## src/rtl/vga_timing_pkg.sv

```systemverilog
// Shared VGA timing defaults, counter width and palette for the display blocks.
// Colours are 8-bit RRRGGGBB.
package vga_timing_pkg;

    localparam int COUNT_W = 10;

    localparam int DEF_CLK_DIV      = 4;
    localparam int DEF_H_TOTAL      = 800;
    localparam int DEF_H_SYNC       = 96;
    localparam int DEF_H_DISP_START = 144;
    localparam int DEF_H_DISP_END   = 784;
    localparam int DEF_V_TOTAL      = 525;
    localparam int DEF_V_SYNC       = 2;
    localparam int DEF_V_DISP_START = 35;
    localparam int DEF_V_DISP_END   = 515;

    typedef logic [7:0] colour_t;

    localparam colour_t BLACK = 8'h00;
    localparam colour_t WHITE = 8'hFF;
    localparam colour_t RED   = 8'hE0;
    localparam colour_t GREEN = 8'h1C;
    localparam colour_t BLUE  = 8'h03;
    localparam colour_t PINK  = 8'hE3;

    // Half-open window test lo <= val < hi on a counter value.
    function automatic logic in_range(input logic [COUNT_W-1:0] val, input int lo, input int hi);
        return (val >= COUNT_W'(lo)) && (val < COUNT_W'(hi));
    endfunction

endpackage

```

## src/rtl/vga_pix_tick.sv

```systemverilog
// Pixel-rate divider: pix_en is high for one clk out of every CLK_DIV,
// on the last count of the divider.
module vga_pix_tick
    import vga_timing_pkg::*;
#(
    parameter int CLK_DIV = DEF_CLK_DIV
) (
    input  logic clk,
    input  logic reset_n,
    output logic pix_en
);

    localparam int               DIV_W    = (CLK_DIV > 1) ? $clog2(CLK_DIV) : 1;
    localparam logic [DIV_W-1:0] DIV_LAST = DIV_W'(CLK_DIV - 1);

    logic [DIV_W-1:0] div_cnt;

    always_ff @(posedge clk or negedge reset_n) begin
        if (!reset_n) begin
            div_cnt <= '0;
        end else if (div_cnt == DIV_LAST) begin
            div_cnt <= '0;
        end else begin
            div_cnt <= div_cnt + 1'b1;
        end
    end

    assign pix_en = (div_cnt == DIV_LAST);

endmodule

```

## src/rtl/vga_timing_gen.sv

```systemverilog
// 640x480@60 raster timing: pixel/line counters, sync and visible-window decode,
// plus line and frame strobes for the game logic.
module vga_timing_gen
    import vga_timing_pkg::*;
#(
    parameter int CLK_DIV      = DEF_CLK_DIV,
    parameter int H_TOTAL      = DEF_H_TOTAL,
    parameter int H_SYNC       = DEF_H_SYNC,
    parameter int H_DISP_START = DEF_H_DISP_START,
    parameter int H_DISP_END   = DEF_H_DISP_END,
    parameter int V_TOTAL      = DEF_V_TOTAL,
    parameter int V_SYNC       = DEF_V_SYNC,
    parameter int V_DISP_START = DEF_V_DISP_START,
    parameter int V_DISP_END   = DEF_V_DISP_END
) (
    input  logic               clk,
    input  logic               reset_n,
    output logic [COUNT_W-1:0] hCount,
    output logic [COUNT_W-1:0] vCount,
    output logic               hSync,
    output logic               vSync,
    output logic               bright,
    output logic               pix_en,
    output logic               line_tick,
    output logic               frame_tick
);

    logic               h_wrap;
    logic               v_wrap;
    logic [COUNT_W-1:0] h_nxt;
    logic [COUNT_W-1:0] v_nxt;

    vga_pix_tick #(
        .CLK_DIV(CLK_DIV)
    ) u_pix_tick (
        .clk    (clk),
        .reset_n(reset_n),
        .pix_en (pix_en)
    );

    always_comb begin
        h_wrap = (hCount == COUNT_W'(H_TOTAL - 1));
        v_wrap = (vCount == COUNT_W'(V_TOTAL - 1));
        h_nxt  = h_wrap ? '0 : hCount + 1'b1;
        v_nxt  = vCount;
        if (h_wrap) begin
            v_nxt = v_wrap ? '0 : vCount + 1'b1;
        end
    end

    // Decodes use the next-state counters so they line up with the counters they describe.
    always_ff @(posedge clk or negedge reset_n) begin
        if (!reset_n) begin
            hCount     <= '0;
            vCount     <= '0;
            hSync      <= 1'b0;
            vSync      <= 1'b0;
            bright     <= 1'b0;
            line_tick  <= 1'b0;
            frame_tick <= 1'b0;
        end else begin
            line_tick  <= pix_en && h_wrap;
            frame_tick <= pix_en && h_wrap && v_wrap;
            if (pix_en) begin
                hCount <= h_nxt;
                vCount <= v_nxt;
                hSync  <= (h_nxt >= COUNT_W'(H_SYNC));
                vSync  <= (v_nxt >= COUNT_W'(V_SYNC));
                bright <= in_range(h_nxt, H_DISP_START, H_DISP_END) &&
                          in_range(v_nxt, V_DISP_START, V_DISP_END);
            end
        end
    end

endmodule

```

## config.mk

```make
export PLATFORM = sky130hd
export DESIGN_NAME = vga_timing_gen
export DESIGN_NICKNAME = d
export VERILOG_FILES = /design/src/rtl/vga_timing_pkg.sv /design/src/rtl/vga_pix_tick.sv /design/src/rtl/vga_timing_gen.sv
export SDC_FILE = /design/constraint.sdc
export NUM_CORES = 1
export LEC_CHECK = 0
export CORE_UTILIZATION = 53
export CTS_CLUSTER_DIAMETER = 50
export DETAILED_ROUTE_END_ITERATION = 10
export PLACE_DENSITY_LB_ADDON = 0.25
export RECOVER_POWER = 50
export SYNTH_ARGS = -nofsm -noshare
export SYNTH_HDL_FRONTEND = slang
export SYNTH_SLANG_ARGS = --single-unit
```

## constraint.sdc

```tcl
create_clock -name clk -period 2.9 [get_ports clk]
set_clock_uncertainty 0.15 [all_clocks]
set_input_delay 0.58 -clock clk [delete_from_list [all_inputs] [get_ports clk]]
set_output_delay 0.58 -clock clk [all_outputs]
set_load 0.01 [all_outputs]
```

==> reports/qor.csv <==
metric,value,unit
WP data arrival,2.64,ns
Synth Net Count,190,
routability cong.,0.916,
effective utilization at floorplan,0.558,
Tcrit/Tclk final,0.882,
Worst-Margin Slew,1.46,ns
post-CTS setup buffers,0,
CP required,2.98,ns
P_int,432,uW
Hold WC Path Type,register to register,
initial antenna violation count,0,
synth unique cells,51,
clk_lat worst skew,0.32,ns
RSZ-0062 raised after global routing,no,
I/O pins,28,
clock share of power,0.300,
Max Transition Viols Final,0,
Ant. Diodes,0,
#FFs+latches synth,27,
Post-synth EDFFs,0,
Max VDD drop,0.000251,V
"critical path fanouts, max",25,
Post-CTS Hold Buffers,0,
drt pass-1 iters,4,
vias in the first global route,1341,
Most used DFF post-synth,dfrtp_1,
Leak,0.775,nW
crit end category,register,
DRC,0,
largest net degree at the start of global routing,28,
global-route usage over all layers,0.225,
adder-cell share of the synthesized area,0.0370,
largest family of logic cells by synthesized area,simple AND/OR/NAND/NOR gates,
vias post-DR,1443,
hold path startpoint,u_pix_tick.div_cnt[0],
largest stage delay on the critical path,0.77,ns
routed vias/inst,5.77,
max_cap viols,0,
crit path from,u_pix_tick.div_cnt[0],
asr flop ratio synth,1.00,
Syn Inst Count,183,
sequential cell area fraction in the yosys report,0.400,
Core ar.,3030,sq um
Synth top area share,0.400,
nets@finish,214,
switching part of the total,0.215,
mux cell area share after synthesis,0.0467,
DRT Wirelength,3490,um
post-DP HPWL,2480,um
"delay-heaviest family, CP",simple AND/OR/NAND/NOR gates,
number of fill cells,272,
min Tclk post-route,2.56,ns
Die X,58.5,um
"count leader, synth",dfrtp_1,
Synth area leader,dfrtp_1,
I/O Buffers,27,
Post-Synth XOR/XNOR Area,0.0415,
Die ar.,3420,sq um
Final Hold Viols,0,
Max Fclk,391,MHz
Syn Std Cell Area,1690,sq um
Compound-Gate Fraction of Synth Area,0.177,
slowest CP cell,clkbuf_1,
CTS Root Cell,clkbuf_4,
status,"finished, final reports clean",
NetSw,119,uW
Worst Setup Path Type,register to register,
first-pass GRT wire length,5890,um
CTS Buf Count,3,
worst r2r src,u_pix_tick.div_cnt[0],
grt ovf,0,
CTS sink cnt,27,
DIE HEIGHT,58.5,um
setup TNS,0,ns
area grow syn2layout,16.3,%
DR WL/cell,14.0,um
post-synthesis simple-gate area fraction,0.234,
Synth area leaders,"dfrtp_1, nand2_1, o21ai_0",
final setup vio count,0,
crit-path cells,ha_1 -> clkbuf_1 -> nand2_1 -> nor2_1 -> nand3_1 -> xnor2_1,
post-CTS sizing,0,
clk buf depth,2,
FP Rows,20,
Seq pwr share,0.685,
PwrDens,280,nW/um^2
Yosys warnings,0,
worst reg2reg setup slack,0.34,ns
"Reg clk slew, reported paths",0.15,ns
H-tree depth,1,
CTS tree,done,
Comb power frac,0.015,
share of layout cells above drive strength 1,0.107,
Buf/Inv on CP,1,
Max-slew headroom,0.0282,
synthesized area per cell,9.23,sq um
Routed Antenna Nets,0,
Pwr Total,550,uW
Worst setup SP type,register,
synth cell count leaders,"dfrtp_1, nand2_1, nor2_1, o21ai_0",
DR iter-0 viols,64,
==> worst paths after layout <==
check / to / depth (start not counted)
max: vCount[8] / 6
min: u_pix_tick.div_cnt[0] / 1
max reg2reg: vCount[8] / 6
min reg2reg: u_pix_tick.div_cnt[0] / 1
max in group asynchronous: vCount[9] / 2
min in group asynchronous: hSync / 2
==> through the flow <==
stage | utilization | instance area [sq um] | instances | worst slack, ns | hold WS [ns]
2_1_floorplan | - | 1690 | 183 | 0.582 | 0.134
3_3_place_gp | 0.643 | 1950 | 246 | 0.534 | 0.264
3_5_place_dp | 0.643 | 1950 | 246 | 0.475 | 0.277
4_1_cts | 0.652 | 1970 | 250 | 0.437 | 0.297
5_1_grt | 0.649 | 1960 | 250 | 0.110 | 0.308
6_report | 0.649 | 1960 | 250 | 0.341 | 0.292
==> placed cells by master (no fill, tap or decap), types with 2 or more instances in the layout <==
master           synthesis  final
inv_1                    7      7
xnor2_1                  7      7
nand2b_1                 2      2
ha_1                     5      5
a31oi_1                  5      5
clkbuf_4                 0      3
mux2i_1                  3      3
mux2_2                   3      3
dfrtp_1                 27     27
nor2_1                  15     15
o31ai_1                  3      3
or2_2                    2      2
clkbuf_1                 3      3
and3_1                   3      3
a21oi_1                  2      2
a21boi_0                 2      2
nor3_1                   5      5
nand3_1                  7      7
nand2_1                 25     26
clkdlybuf4s50_1          0     26
o22a_2                   2      2
and2_1                   2      2
nand4_1                  5      5
o21ai_0                 14     14
==> power by group through the flow <==
stage          clock (mW)  sequential, mW  combinational [mW]
2_1_floorplan           0           0.384         0.000000348
3_3_place_gp            0           0.384             0.00968
3_5_place_dp            0           0.384             0.00991
4_1_cts             0.172           0.377             0.00991
5_1_grt             0.188           0.377              0.0104
6_report            0.165           0.377             0.00836
==> per-layer routing <==
layer	GRT usage	vias up	part of all wire
li1	-	699	-
met5	0	-	0
met2	0.360	43	0.47
met1	0.300	697	0.48
met3	0.0396	4	0.044
met4	0.102	0	0.011
==> worst register-to-register path: cells and delay by family, from the launching register on <==
kind          cells  cell delay [ns]
simple gates      3             0.86
buf+inv           1             0.77
flops             1             0.38
fa+ha+maj         1             0.18
xor+xnor          1             0.14
==> registers in the layout, indices dropped and copies added (netlist names) <==
signal and count:
frame_tick 1, line_tick 1, bright 1, u_pix_tick.div_cnt 2
hCount 10, vCount 10, vSync 1, hSync 1
==> kinds of logic (layout without fill, tap and decap cells) <==
logic type                 after synthesis  in the layout
adders and majority gates                5              5
buffers and inverters                   17             40
DFF                                     27             27
AOI/OAI and AO/OA                       43             43
and+or+nand+nor                         76             76
muxes                                    7              7
xor gates and xnor gates                 8              8
==> layout make-up <==
cell class	instances	area, sq um	area share
clock buffers	4	26.3	0.0134
inverters	7	26.3	0.0134
multi-input cells	139	903	0.460
flip-flops and latches	27	676	0.344
well taps	44	55.1	0.0280
repair buffers	29	278	0.141
Power figures use the tool's default switching activity.
==> edit 1: new RTL, config.mk and constraints unchanged <==
Reset style: synchronous (`reset_n`), changed in 2 clocked blocks.
--- a/src/rtl/vga_pix_tick.sv
+++ b/src/rtl/vga_pix_tick.sv
@@ -17,3 +17,3 @@
 
-    always_ff @(posedge clk or negedge reset_n) begin
+    always_ff @(posedge clk) begin
         if (!reset_n) begin
--- a/src/rtl/vga_timing_gen.sv
+++ b/src/rtl/vga_timing_gen.sv
@@ -51,3 +51,3 @@
     // Decodes use the next-state counters so they line up with the counters they describe.
-    always_ff @(posedge clk or negedge reset_n) begin
+    always_ff @(posedge clk) begin
         if (!reset_n) begin
Formal check against the unedited RTL: differs if reset_n is asserted again (counterexample within 4 cycles, from zero or initial values and one cycle with reset_n low); with reset_n held inactive, the same outputs for 10 cycles.
==> edit 1 against the original RTL <==
Setup slack gained 0.026 ns. Final area rose by 5.5%. Critical path depth up 3. Wire length up 4.1%. Sequential cell count unchanged. Cell count rose by 14%. Via count rose by 8.7%. Area after synthesis rose by 5.0%. Global-route usage decreased by 0.27 points. Critical endpoint is now vCount[8]$_SDFFE_PN0P_.
Power is not compared: it rests on default switching activity, and its combinational part moved more than twofold at a synthesized area within 25%.
==> edit 1: results (changes against the original RTL) <==
| Metric | Value |
|---|---|
| Result of the run | `complete, no violations` |
| Number of warnings reported in the yosys synthesis log | `0 (unchanged)` |
| Clock-pin transition on the worst setup and hold timing paths | `0.15 ns (about the same)` |
| Worst setup slack for register-to-register paths | `0.37 ns (+0.03 ns)` |
| Global routing met1 resource utilization | `0.346 (+0.0456)` |
| DRT Wirelength | `3.63 mm (+4.1%)` |
| Met3 Routed Length | `139 um (-8.6%)` |
| Number of global-route vias before repair | `1297 (-3.3%)` |
| CP max-delay cell | `dfxtp_1` |
| Tightest Pin Transition | `1.03 ns (-0.433 ns)` |
| First-pass GRT wire length | `6.04 mm (+2.6%)` |
| GRT Total Usage | `0.222 (-0.00267)` |
| CP top delay family | `simple AND/OR/NAND/NOR gates` |
| Maximum level of the CTS H-tree | `1 (unchanged)` |
| GR Util met3 | `0.0281 (-0.0114)` |
| Main area contributors after synthesis | `dfxtp_1 30%, nand2_1 4.9%, xnor2_1 4.4%, nor2b_1 3.9%, nor3_1 3.7%` |
| Inserted Clock Buffers | `3 (unchanged)` |
| Initial DRC Count | `65 (+1.6%)` |
| Maximum fanout along the worst path | `15 (-40%)` |
| Peak-usage layer in the global routing report | `met1` |
| Count of port buffers added during placement | `27 (unchanged)` |
| IR Drop Worst-Case VDD | `0.213 mV` |
| Number of buffers added for setup after CTS | `0 (unchanged)` |
| Dpl hpwl | `2.66 mm (+7.2%)` |
| Proportion of synthesized flip-flops having asynchronous set or reset | `0 (-1.00)` |
| Resized cells post-CTS | `0 (unchanged)` |
| Clock latency reported for the late side of the worst-skew pair | `about 0.33 ns` |
| Crit path largest cell delay | `0.47 ns (-0.30 ns)` |
| Max Used Layer | `met4` |
| Metal2 WL | `1.54 mm (-5.4%)` |
| Yosys cell types | `52 (+2.0%)` |
| Number of iterations in the first detailed-routing pass | `4 (unchanged)` |
| Routed length on met1 | `1.90 mm (+14%)` |
| Pin count of the biggest net entering global routing | `25 (-11%)` |
| Layout filler cell count | `279 (+2.6%)` |
| Synthesized Nets | `229 (+21%)` |
| GR met2 Demand/Resource | `0.306 (-0.0533)` |
| Most frequent cells after synthesis | `27 x dfxtp_1, 23 x nand2_1, 13 x nor3_1, 11 x nor2_1, 11 x nor2b_1` |
| Detail-routed via count per cell | `5.51 (-4.6%)` |
| Number of nets in the finished design | `249 (+16%)` |
| Static leakage | `between 0.7 and 0.8 nW` |
| Share of the yosys chip area belonging to registers | `0.305 (-0.0951)` |
| CTS root buf | `clkbuf_4` |
| Placed insts | `281 (+14%)` |
| Bufs on Longest Clock Path | `2 (unchanged)` |
| Final RePlAce weighted congestion | `0.827 (-9.7%)` |
| Number of antenna violations at the first check in global routing | `0 (unchanged)` |
| Data arrival time of the worst path | `2.63 ns (about the same)` |
| Largest registers | `hCount x10, vCount x10, u_pix_tick.div_cnt x2` |
| Synthesized area divided by synthesized cell count | `7.99 um2 (-13%)` |
| Class of the worst hold path | `reg2reg` |
| Fraction of layout cells with a size suffix above 1 | `0.0705 (-0.0363)` |
| Inserted Diodes | `0 (unchanged)` |
| Non-Filler Instances | `285 (+14%)` |
-- edit 1: worst paths after layout --
kind / startpoint / cells after the start / to
worst min register to register: u_pix_tick.div_cnt[0]$_SDFF_PP0_ / 1 / u_pix_tick.div_cnt[0]$_SDFF_PP0_
worst min-delay path: u_pix_tick.div_cnt[0]$_SDFF_PP0_ / 1 / u_pix_tick.div_cnt[0]$_SDFF_PP0_
worst max register to register: hCount[0]$_SDFFE_PN0P_ / 9 / vCount[8]$_SDFFE_PN0P_
worst max-delay path: hCount[0]$_SDFFE_PN0P_ / 9 / vCount[8]$_SDFFE_PN0P_
-- edit 1: kinds of logic (layout without fill, tap and decap cells) --
group                      Yosys count  count (layout)  share of synthesized area
DFF                                 27              27                      0.305
muxes                                5               5                     0.0282
xor gates and xnor gates            11              11                     0.0543
AOI/OAI and AO/OA                   44              44                      0.167
adders and majority gates            5               5                     0.0353
and+or+nand+nor                    108             108                      0.350
buffers and inverters               22              41                     0.0607
-- edit 1: stage by stage --
step | setup WS (ns) | instance area (um2) | hold WS (ns)
detailed placement | 0.400 | 2050 | 0.287
global route | 0.150 | 2070 | 0.327
global placement | 0.471 | 2050 | 0.270
CTS | 0.377 | 2080 | 0.306
finish | 0.367 | 2070 | 0.305
floorplan | 0.554 | 1770 | 0.253
-- edit 1: final cells by class --
type	instances	share of cell area
Clock buffer	4	0.0127
Inverter	4	0.00724
Multi-Input combinational cell	173	0.543
Sequential cell	27	0.261
Tap cell	44	0.0266
Timing Repair Buffer	33	0.150
-- edit 1: power by group --
part / switching [mW] / leakage (nW) / total, mW / internal, mW
Combinational: 0.0249 / 0.537 / 0.0484 / 0.0236
Sequential: 0.00556 / 0.218 / 0.384 / 0.379
Clock: 0.116 / 0.0150 / 0.170 / 0.0540
==> edit 2: new RTL, config.mk and constraints unchanged <==
Made on the original files. The package constant `DEF_CLK_DIV` goes from 4 to 2.
--- a/src/rtl/vga_timing_pkg.sv
+++ b/src/rtl/vga_timing_pkg.sv
@@ -6,3 +6,3 @@
 
-    localparam int DEF_CLK_DIV      = 4;
+    localparam int DEF_CLK_DIV      = 2;
     localparam int DEF_H_TOTAL      = 800;
Check against the original RTL: not equivalent (a bounded check fails within 4 cycles, from zero or initial values and one cycle with reset_n low).
==> edit 2 against the original RTL <==
The flow now finishes with violations (design-rule violations). Combinational power down 2%. Wire length increased by 2.0%. Setup slack lost 0.17 ns. Sequential power shrank 4%. Worst hold slack improved by 0.082 ns. Area after synthesis down 4.7%. Sequential cell count shrank 1. Final area is 1.3% higher. Power up 1.7%. First-iteration DRC count unchanged.
==> edit 2: results (changes against the original RTL) <==
| Metric | Value |
|---|---|
| GRT Total Usage | `0.246 (+0.0210)` |
| Routed length on met1 | `1.74 mm (+4.0%)` |
| Worst Hold Slack | `0.374 ns (+0.0825 ns)` |
| FF-to-FF path depth | `9 (+3)` |
| Clock-pin transition on the worst setup and hold timing paths | `0.14 ns` |
| Number of iterations in the first detailed-routing pass | `8 (+4)` |
| Crit path largest cell delay | `0.58 ns (-0.19 ns)` |
| Most frequent cells after synthesis | `26 x dfrtp_1, 18 x nand2_1, 16 x nor2_1, 12 x o21ai_0` |
| Main area contributors after synthesis | `dfrtp_1 40%, xnor2_1 4.9%, nand2_1 4.2%, o21ai_0 3.7%, nor2_1 3.7%` |
| Fraction of layout cells with a size suffix above 1 | `0.103 (-0.00399)` |
| Hold Path Cell Cnt | `2 (+1)` |
| Number of global-route vias before repair | `1418 (+5.7%)` |
| First-pass GRT wire length | `6.33 mm (+7.5%)` |
| Endpoint of the worst hold path | `bright$_DFFE_PN0P_` |
| Number of design rule violations left after detail routing | `4 (+4)` |
| Global routing met1 resource utilization | `0.354 (+0.0536)` |
| Final RePlAce weighted congestion | `0.891 (-2.7%)` |
| Maximum fanout along the worst path | `8 (-68%)` |
| Data arrival time of the worst path | `2.81 ns (+0.17 ns)` |
| HP Start | `bright$_DFFE_PN0P_` |
| Detail-routed via count per cell | `6.07 (+5.2%)` |
| CP max-delay cell | `or4_4` |
| Share of the yosys chip area belonging to registers | `0.404 (+0.00404)` |
| Largest registers | `hCount x10, vCount x10` |
| Static leakage | `0.856 nW (+10%)` |
| Number of nets in the finished design | `221 (+3.3%)` |
| Result of the run | `finished with violations` |
| Proportion of synthesized flip-flops having asynchronous set or reset | `1.00 (unchanged)` |
| Worst setup slack for register-to-register paths | `0.17 ns (-0.17 ns)` |
| DRT Wirelength | `3.56 mm (+2.0%)` |
| GR Util met3 | `0.0295 (-0.0101)` |
| IR Drop Worst-Case VDD | `0.232 mV (-7.5%)` |
| Pin count of the biggest net entering global routing | `27 (-3.6%)` |
| Placed cell area | `0.00196 mm2 (+0.39%)` |
| Met3 Routed Length | `177 um (+16%)` |
| Metal2 WL | `1.59 mm (-2.1%)` |
| GR met2 Demand/Resource | `0.378 (+0.0185)` |
| Worst R2R End | `vSync$_DFFE_PN0P_` |
| Violated checks | `design-rule violations` |
[edit 2: cell types whose count changed in the layout (fill, tap and decap cells not counted), sizes merged, moves of 3 or more]
cell / delta
a21boi: -3
a31oi: -3
nor3: +3
dlygate4sd3: +7
buf: +9
mux2: -3
clkdlybuf4s50: -7
a21oi: +4
nand2: -9
nor4: +6
[edit 2: final cells by class]
cell class	instances	area [um2]
Sequential cell	26	651
Inverter	7	26.3
Multi-Input combinational cell	139	893
Tap cell	31	38.8
Fill cell	222	838
Clock buffer	4	36.3
Timing Repair Buffer	38	345
[edit 2: repair_timing]
| item | CTS | global route |
|---|---|---|
| setup buffers | 0 | 0 |
| resized for setup | 0 | 1 |
| endpoints found under the setup margin | 0 | 1 |
| hold endpoints to repair | 0 | 0 |
[edit 2: per-stage QoR]
step           power, mW  setup WS [ns]  std cells  utilization
2_1_floorplan      0.370          0.328        184            -
3_3_place_gp       0.379          0.294        241        0.691
3_5_place_dp       0.379          0.183        241        0.691
4_1_cts            0.570          0.161        245        0.704
5_1_grt            0.581         0.0272        245        0.704
6_report           0.559          0.168        245        0.704
[edit 2: cells by family after synthesis]
family                   count (synthesis)  synth area share
XOR/XNOR                                12            0.0653
AND/OR/NAND/NOR                         75             0.244
multiplexers                             3            0.0194
AO/OA/AOI/OAI                           45             0.191
buffers and inverters                   19            0.0451
flip-flops                              26             0.404
adder cells (fa/ha/maj)                  4            0.0311
[edit 2: worst min-delay path: stages (launching register included)]
cell and delay, ns:
dfrtp_1 0.38, nand2_1 0.05, o21ai_1 0.06
[edit 2: power by group]
group          switching, mW  internal (mW)
Combinational        0.00708        0.00115
Sequential                 0          0.363
Clock                  0.112         0.0770
Total                  0.119          0.441
